**src/rtl/bus_uart_bridge_pkg.sv**
```systemverilog
// Shared encodings for the serial-bus to UART bridge: FSM states and the
// bit positions of the status word.
package bus_uart_bridge_pkg;

    localparam int STATE_W = 4;

    localparam logic [STATE_W-1:0] S_IDLE   = 4'd0;
    localparam logic [STATE_W-1:0] S_ADWR   = 4'd1;
    localparam logic [STATE_W-1:0] S_AD     = 4'd2;
    localparam logic [STATE_W-1:0] S_WPUSH  = 4'd3;
    localparam logic [STATE_W-1:0] S_BWR    = 4'd4;
    localparam logic [STATE_W-1:0] S_RDWAIT = 4'd5;
    localparam logic [STATE_W-1:0] S_RD     = 4'd6;

    // Status bit positions, counted down from the MSB of the data word
    localparam int ST_TX_FULL  = 0;
    localparam int ST_TX_EMPTY = 1;
    localparam int ST_RX_FULL  = 2;
    localparam int ST_RX_EMPTY = 3;
    localparam int ST_RX_OVF   = 4;
    localparam int ST_TX_OVF   = 5;

endpackage

```
**src/rtl/bus_uart_bridge_fifo.sv**
```systemverilog
// Synchronous FIFO with combinational head; push and pop in the same cycle
// both succeed, including when full (overwrite of the slot being read) or empty.
module sync_fifo #(
    parameter int WIDTH = 8,
    parameter int DEPTH = 16
) (
    input  logic             clk,
    input  logic             reset,
    input  logic             push,
    input  logic             pop,
    input  logic [WIDTH-1:0] wdata,
    output logic [WIDTH-1:0] rdata,
    output logic             full,
    output logic             empty
);
    localparam int AW = (DEPTH > 1) ? $clog2(DEPTH) : 1;

    logic [WIDTH-1:0] mem_q [DEPTH];
    logic [AW-1:0]    wptr_q, rptr_q;
    logic [AW:0]      count_q;
    logic             bypass, wr_en, rd_en;

    assign full   = (count_q == (AW+1)'(DEPTH));
    assign empty  = (count_q == '0);
    // Push and pop on an empty FIFO hand the word straight through
    assign bypass = empty && push && pop;
    assign wr_en  = push && (!full || pop) && !bypass;
    assign rd_en  = pop && !empty;
    assign rdata  = empty ? wdata : mem_q[rptr_q];

    always_ff @(posedge clk) begin
        if (wr_en) mem_q[wptr_q] <= wdata;
    end

    always_ff @(posedge clk or negedge reset) begin
        if (!reset) begin
            wptr_q  <= '0;
            rptr_q  <= '0;
            count_q <= '0;
        end else begin
            if (wr_en) wptr_q <= wptr_q + AW'(1);
            if (rd_en) rptr_q <= rptr_q + AW'(1);
            count_q <= count_q + {{AW{1'b0}}, wr_en} - {{AW{1'b0}}, rd_en};
        end
    end

endmodule

```
**src/rtl/bus_uart_bridge.sv**
```systemverilog
// Bridge from a bit-serial memory bus to a UART: writes queue words for the
// transmitter, reads return received words or a status word.
module bus_uart_bridge
    import bus_uart_bridge_pkg::*;
#(
    parameter int             N           = 8,
    parameter int             ADN         = 12,
    parameter int             BN          = 3,
    parameter int             TX_DEPTH    = 16,
    parameter int             RX_DEPTH    = 16,
    parameter logic [ADN-1:0] STATUS_ADDR = {ADN{1'b1}}
) (
    input  logic                clk,
    input  logic                reset,
    input  logic                validIn,
    input  logic                wren,
    input  logic                Address,
    input  logic                DataIn,
    input  logic                BurstEn,
    input  logic                BusAvailable,
    input  logic                uart_busy,
    input  logic                rx_valid,
    input  logic [N-1:0]        rx_data,
    output logic [STATE_W-1:0]  state_out,
    output logic [N-1:0]        to_uart,
    output logic                tx_external,
    output logic                ready,
    output logic                hold,
    output logic                validOut,
    output logic                DataOut,
    output logic                tx_overflow,
    output logic                rx_overflow
);
    localparam int AW  = $clog2(ADN + 1);
    localparam int DW  = $clog2(N + 1);
    localparam int WCW = (1 << BN) + 1;

    logic [STATE_W-1:0] state_q, state_d;
    logic [ADN-1:0]     addr_q, addr_d;
    logic [AW-1:0]      acnt_q, acnt_d, acnt_nx;
    logic [N-1:0]       wdata_q, wdata_d;
    logic [DW-1:0]      dcnt_q, dcnt_d, dcnt_nx;
    logic [BN-1:0]      lcode_q, lcode_d;
    logic [WCW-1:0]     words_q, words_d;
    logic               burst_q, burst_d;
    logic [N-1:0]       rd_sh_q, rd_sh_d;
    logic               tx_ovf_q, rx_ovf_q;
    logic [N-1:0]       to_uart_q;
    logic               tx_ext_q;

    logic               tx_push, tx_pop, tx_full, tx_empty;
    logic               rx_push, rx_pop, rx_full, rx_empty;
    logic [N-1:0]       tx_head, rx_head, status_word;
    logic               status_load, is_status;

    sync_fifo #(.WIDTH(N), .DEPTH(TX_DEPTH)) u_tx_fifo (
        .clk(clk), .reset(reset), .push(tx_push), .pop(tx_pop),
        .wdata(wdata_q), .rdata(tx_head), .full(tx_full), .empty(tx_empty)
    );

    sync_fifo #(.WIDTH(N), .DEPTH(RX_DEPTH)) u_rx_fifo (
        .clk(clk), .reset(reset), .push(rx_push), .pop(rx_pop),
        .wdata(rx_data), .rdata(rx_head), .full(rx_full), .empty(rx_empty)
    );

    assign is_status = (addr_q == STATUS_ADDR);
    assign tx_pop    = !tx_empty && !uart_busy && !tx_ext_q;
    assign rx_push   = rx_valid && !rx_full;

    always_comb begin
        status_word = '0;
        status_word[N-1-ST_TX_FULL]  = tx_full;
        status_word[N-1-ST_TX_EMPTY] = tx_empty;
        status_word[N-1-ST_RX_FULL]  = rx_full;
        status_word[N-1-ST_RX_EMPTY] = rx_empty;
        status_word[N-1-ST_RX_OVF]   = rx_ovf_q;
        status_word[N-1-ST_TX_OVF]   = tx_ovf_q;
    end

    always_comb begin
        state_d     = state_q;
        addr_d      = addr_q;
        acnt_d      = acnt_q;
        wdata_d     = wdata_q;
        dcnt_d      = dcnt_q;
        lcode_d     = lcode_q;
        words_d     = words_q;
        burst_d     = burst_q;
        rd_sh_d     = rd_sh_q;
        tx_push     = 1'b0;
        rx_pop      = 1'b0;
        status_load = 1'b0;
        acnt_nx     = acnt_q + AW'(1);
        dcnt_nx     = dcnt_q + DW'(1);
        case (state_q)
            S_IDLE: begin
                if (validIn) begin
                    burst_d = BurstEn;
                    addr_d  = ADN'(Address);
                    acnt_d  = AW'(1);
                    wdata_d = '0;
                    dcnt_d  = '0;
                    lcode_d = '0;
                    words_d = '0;
                    state_d = wren ? S_ADWR : S_AD;
                end
            end
            S_ADWR, S_AD: begin
                if (validIn) begin
                    addr_d = ADN'({addr_q, Address});
                    acnt_d = acnt_nx;
                    if (state_q == S_ADWR && acnt_nx > AW'(ADN - N))
                        wdata_d = N'({wdata_q, DataIn});
                    if (acnt_nx > AW'(ADN - BN))
                        lcode_d = BN'({lcode_q, BurstEn});
                    if (acnt_nx == AW'(ADN)) begin
                        words_d = burst_q ? (WCW'(1) << lcode_d) : WCW'(1);
                        state_d = (state_q == S_ADWR) ? S_WPUSH : S_RDWAIT;
                    end
                end
            end
            S_WPUSH: begin
                if (!tx_full) begin
                    tx_push = 1'b1;
                    words_d = words_q - WCW'(1);
                    dcnt_d  = '0;
                    state_d = (words_q != WCW'(1)) ? S_BWR : S_IDLE;
                end
            end
            S_BWR: begin
                if (validIn) begin
                    wdata_d = N'({wdata_q, DataIn});
                    dcnt_d  = dcnt_nx;
                    if (dcnt_nx == DW'(N)) state_d = S_WPUSH;
                end
            end
            S_RDWAIT: begin
                if (BusAvailable && (is_status || !rx_empty)) begin
                    dcnt_d  = '0;
                    state_d = S_RD;
                    if (is_status) begin
                        rd_sh_d     = status_word;
                        status_load = 1'b1;
                    end else begin
                        rd_sh_d = rx_head;
                        rx_pop  = 1'b1;
                    end
                end
            end
            S_RD: begin
                rd_sh_d = {rd_sh_q[N-2:0], 1'b0};
                dcnt_d  = dcnt_nx;
                if (dcnt_nx == DW'(N)) begin
                    words_d = words_q - WCW'(1);
                    state_d = (words_q != WCW'(1)) ? S_RDWAIT : S_IDLE;
                end
            end
            default: state_d = S_IDLE;
        endcase
    end

    always_ff @(posedge clk or negedge reset) begin
        if (!reset) begin
            state_q  <= S_IDLE;
            addr_q   <= '0;
            acnt_q   <= '0;
            wdata_q  <= '0;
            dcnt_q   <= '0;
            lcode_q  <= '0;
            words_q  <= '0;
            burst_q  <= 1'b0;
            rd_sh_q  <= '0;
            tx_ovf_q <= 1'b0;
            rx_ovf_q <= 1'b0;
        end else begin
            state_q  <= state_d;
            addr_q   <= addr_d;
            acnt_q   <= acnt_d;
            wdata_q  <= wdata_d;
            dcnt_q   <= dcnt_d;
            lcode_q  <= lcode_d;
            words_q  <= words_d;
            burst_q  <= burst_d;
            rd_sh_q  <= rd_sh_d;
            // A new overflow in the same cycle as a status load is kept
            tx_ovf_q <= (state_q == S_WPUSH && tx_full) || (tx_ovf_q && !status_load);
            rx_ovf_q <= (rx_valid && rx_full) || (rx_ovf_q && !status_load);
        end
    end

    always_ff @(posedge clk or negedge reset) begin
        if (!reset) begin
            to_uart_q <= '0;
            tx_ext_q  <= 1'b0;
        end else begin
            tx_ext_q <= tx_pop;
            if (tx_pop) to_uart_q <= tx_head;
        end
    end

    assign state_out   = state_q;
    assign to_uart     = to_uart_q;
    assign tx_external = tx_ext_q;
    assign ready       = (state_q == S_IDLE) || (state_q == S_BWR);
    assign hold        = (state_q == S_WPUSH && tx_full) ||
                         (state_q == S_RDWAIT && !is_status && rx_empty);
    assign validOut    = (state_q == S_RD);
    assign DataOut     = (state_q == S_RD) && rd_sh_q[N-1];
    assign tx_overflow = tx_ovf_q;
    assign rx_overflow = rx_ovf_q;

endmodule

```
**config.mk**
```make
export PLATFORM = sky130hd
export DESIGN_NAME = bus_uart_bridge
export DESIGN_NICKNAME = d
export VERILOG_FILES = /design/src/rtl/bus_uart_bridge_pkg.sv /design/src/rtl/bus_uart_bridge_fifo.sv /design/src/rtl/bus_uart_bridge.sv
export SDC_FILE = /design/constraint.sdc
export NUM_CORES = 1
export LEC_CHECK = 0
export BUFFER_PORTS_ARGS = -buffer_cell sky130_fd_sc_hd__buf_4
export CAP_MARGIN = 0
export CORE_UTILIZATION = 62
export DETAILED_ROUTE_END_ITERATION = 12
export HOLD_SLACK_MARGIN = 0.12
export PLACE_DENSITY = 0.89
export SETUP_SLACK_MARGIN = 0.3
export SYNTH_ARGS = -nofsm -noshare
export SYNTH_HDL_FRONTEND = slang
export SYNTH_SLANG_ARGS = --single-unit
export TNS_END_PERCENT = 100
```
**constraint.sdc**
```tcl
create_clock -name clk -period 4.15 [get_ports clk]
set_clock_uncertainty 0.05 [all_clocks]
set_input_delay 0.6225 -clock clk [delete_from_list [all_inputs] [get_ports clk]]
set_output_delay 0.6225 -clock clk [all_outputs]
set_load 0.01 [all_outputs]
```
==> results.md <==
- Vias/cell: 6.58
- Worst Hold Class: in -> async
- Finished Layout Cells: 1254
- Post-Syn Nets: 918
- Most numerous cell in the Yosys netlist: edfxtp_1
- Core Area: 22800 um2
- Drt first pass iters: 7
- Crit Path Class: reg -> reg
- IR Drop Worst-Case VDD: 0.000432 V
- Syn Area/Cell: 16.7 um2
- Clk_lat worst skew: 0.52 ns
- Pwr Density: 713 nW/um2
- Synth Flop Type: edfxtp_1
- CP max-delay cell: nor4b_1
- Unrepaired setup endpoints after global routing: no
- Worst path cell trace: inv_1 -> ha_1 -> nor4b_1 -> nor3_2 -> ha_1 -> inv_1 -> ha_1 -> fa_1 -> a21oi_1 -> nor2_1 -> nor2_1 -> xnor2_1
- Synthesized instance count: 871
- Fraction of registers with async set or reset after synthesis: 0.258
- Pin count of the biggest net entering global routing: 67
- Synth warn: 0
- Die area: 24100 um2
- Gr usage total: 0.270
- Final Hold Viols: 0
- CTS tree: yes
- Synthesized area: 14600 um2
- Slew Viols, Final: 0
- Number of remaining DRC errors: 0
- Pleak: 5.79 nW
- Clock-pin slew on the worst setup and hold paths: 0.07 ns
- Arrival time worst endpoint: 4.02 ns
- CTS Buf Count: 35
- First-pass GRT wire length: 48000 um
- Vias in the first global route: 8402
- Final WL: 31000 um
- # hold bufs at CTS: 0
- Most common cell on crit path: ha_1
- Initial antenna violation count: 0
- R2R depth: 12
- Layout cell share with drive strength beyond 1: 0.217
- Final #Nets: 962
- Register Area: 9920 um2
- Worst path required time: 4.54 ns
- Die X: 155 um
- Max-cap check violation count: 0
- Commonest cells post-synth: edfxtp_1, dfrtp_1, mux4_2
- Postcts setup bufs: 0
- Worst r2r src: u_tx_fifo.count_q[2]
- Routed len/inst: 24.7 um
- Final Setup Violations: 0
- Die span in y: 155 um
- Initial DRC count: 977
- Fill cells: 1312
- Placed insts: 1191
- Tightest Pin Transition: 1.21 ns
- Yosys reg bits: 345
- Flop-to-flop setup slack: 0.52 ns
- Final HPWL DP: 19000 um
- Antenna-violating nets left: 0
- Worst Setup End Kind: flop
- Congestion Overflow GR: 0
- Max Fclk: 0.275 GHz
- Setup_tns: 0 ns
- Post-synth EDFFs: 256
- CTS H-tree depth: 2
- Synth area leader: edfxtp_1
- Seq/Total Area, Yosys: 0.681
- Worst setup path end: u_tx_fifo.count_q[4]
- Initial core utilization: 0.637
- I/O Buffers: 35
- Cts repair resizes: 0
- Routability cong.: 0.838
- Crit-path max cell delay: 0.82 ns
- Ports: 37
- Row count: 55
- Crit path launch: u_tx_fifo.count_q[2]
- Area occupied by multi-input gates: 4360 um2
- Critical path launch point type: flop
- Synth cell types: 66
- P&R area growth vs syn: 12.2%
- Yosys top cell area share: 0.528
- Relative slew slack: 0.189
- Clock Path Buffers: 3
- Status: finished, final reports clean
- Final period util: 0.875
- Min Tclk post-route: 3.63 ns
- Antenna Cells: 0
- Vias: 8257
- Worst Path Max Fanout: 13
- Root Buffer: clkbuf_16
- Capturing point of the worst reg2reg path: u_tx_fifo.count_q[4]
- CTS Sinks: 345
- Ranking of synthesized cells by area: edfxtp_1, dfrtp_1, mux4_2
## area by class of cell
class / count / area share
clock inverter: 16 / 0.0139
clock buffer: 47 / 0.0595
sequential: 345 / 0.607
inverter: 27 / 0.00620
timing repair buffer: 48 / 0.0221
tap: 313 / 0.0240
multi-input combinational: 458 / 0.267
## report_power, final
group | internal [mW] | switching, mW
clock | 1.97 | 1.27
sequential | 4.31 | 0.724
combinational | 1.65 | 1.74
total | 7.92 | 3.73
## critical path, delay by kind of cell, from the launching register on
| family | cells | cell delay (ns) |
|---|---|---|
| simple gates | 4 | 1.40 |
| fa+ha+maj | 4 | 1.24 |
| flops | 1 | 0.39 |
| compound gates | 1 | 0.17 |
| xor+xnor | 1 | 0.15 |
| buf+inv | 2 | 0.14 |
## metrics by stage
step           worst slack, ns  cell area (um2)  utilization  hold slack (ns)  total power, mW
4_1_cts                  0.322            16300        0.714            0.200             11.6
6_report                 0.518            16300        0.715            0.154             11.7
3_3_place_gp             0.641            15100        0.662            0.412             8.15
2_1_floorplan             1.01            14600            -            0.277             7.40
5_1_grt                  0.299            16300        0.715            0.226             12.2
3_5_place_dp             0.548            15100        0.662            0.420             8.36
## cells in the final DEF, fill, tap and decap left out, types with 10 or more instances in the layout
cell type,netlist,final
edfxtp_1,256,256
dfrtp_1,89,86
mux4_2,77,77
nand2_1,61,61
buf_4,9,48
nor2_1,37,37
o21ai_0,37,37
clkbuf_16,0,36
ha_1,27,27
inv_1,26,26
a22o_1,18,18
a21oi_1,16,16
xnor2_1,15,15
mux2_2,15,15
nor3_1,15,14
and2_1,13,13
nand4_1,10,10
## cell families after synthesis
logic type | share of synthesized area
AO/OA/AOI/OAI | 0.0565
AND/OR/NAND/NOR | 0.0647
buffers and inverters | 0.0208
other | 0.000258
adder cells (fa/ha/maj) | 0.0260
flip-flops | 0.681
XOR/XNOR | 0.0150
multiplexers | 0.136
## sequential cells by signal (all words and copies together) (netlist names), 3 cells and up
| register | flops |
|---|---|
| state_out | 3 |
| to_uart | 8 |
| u_tx_fifo.mem_q | 128 |
| u_tx_fifo.rptr_q | 4 |
| u_tx_fifo.count_q | 5 |
| u_rx_fifo.rptr_q | 4 |
| lcode_q | 3 |
| u_tx_fifo.wptr_q | 4 |
| rd_sh_q | 8 |
| acnt_q | 4 |
| addr_q | 12 |
| u_rx_fifo.count_q | 5 |
| words_q | 9 |
| wdata_q | 8 |
| dcnt_q | 4 |
| u_rx_fifo.wptr_q | 4 |
| u_rx_fifo.mem_q | 128 |
## routing by layer
metal / vias to the layer above / track usage / part of all wire
met1: 4238 / 0.345 / 0.38
met5: - / 0 / 0
li1: 3502 / - / -
met2: 428 / 0.471 / 0.52
met3: 89 / 0.0437 / 0.064
met4: 0 / 0.100 / 0.033
## worst min-delay path by stage
stage	depth (start not counted)	slack [ns]	to
finish	1	0.15	to_uart[3]
global route	1	0.23	to_uart[3]
CTS	1	0.20	to_uart[3]
detailed placement	1	0.42	tx_external
global placement	1	0.41	tx_external
floorplan	0	0.28	acnt_q[0]
Note: power is estimated with default switching activity, not from simulation.
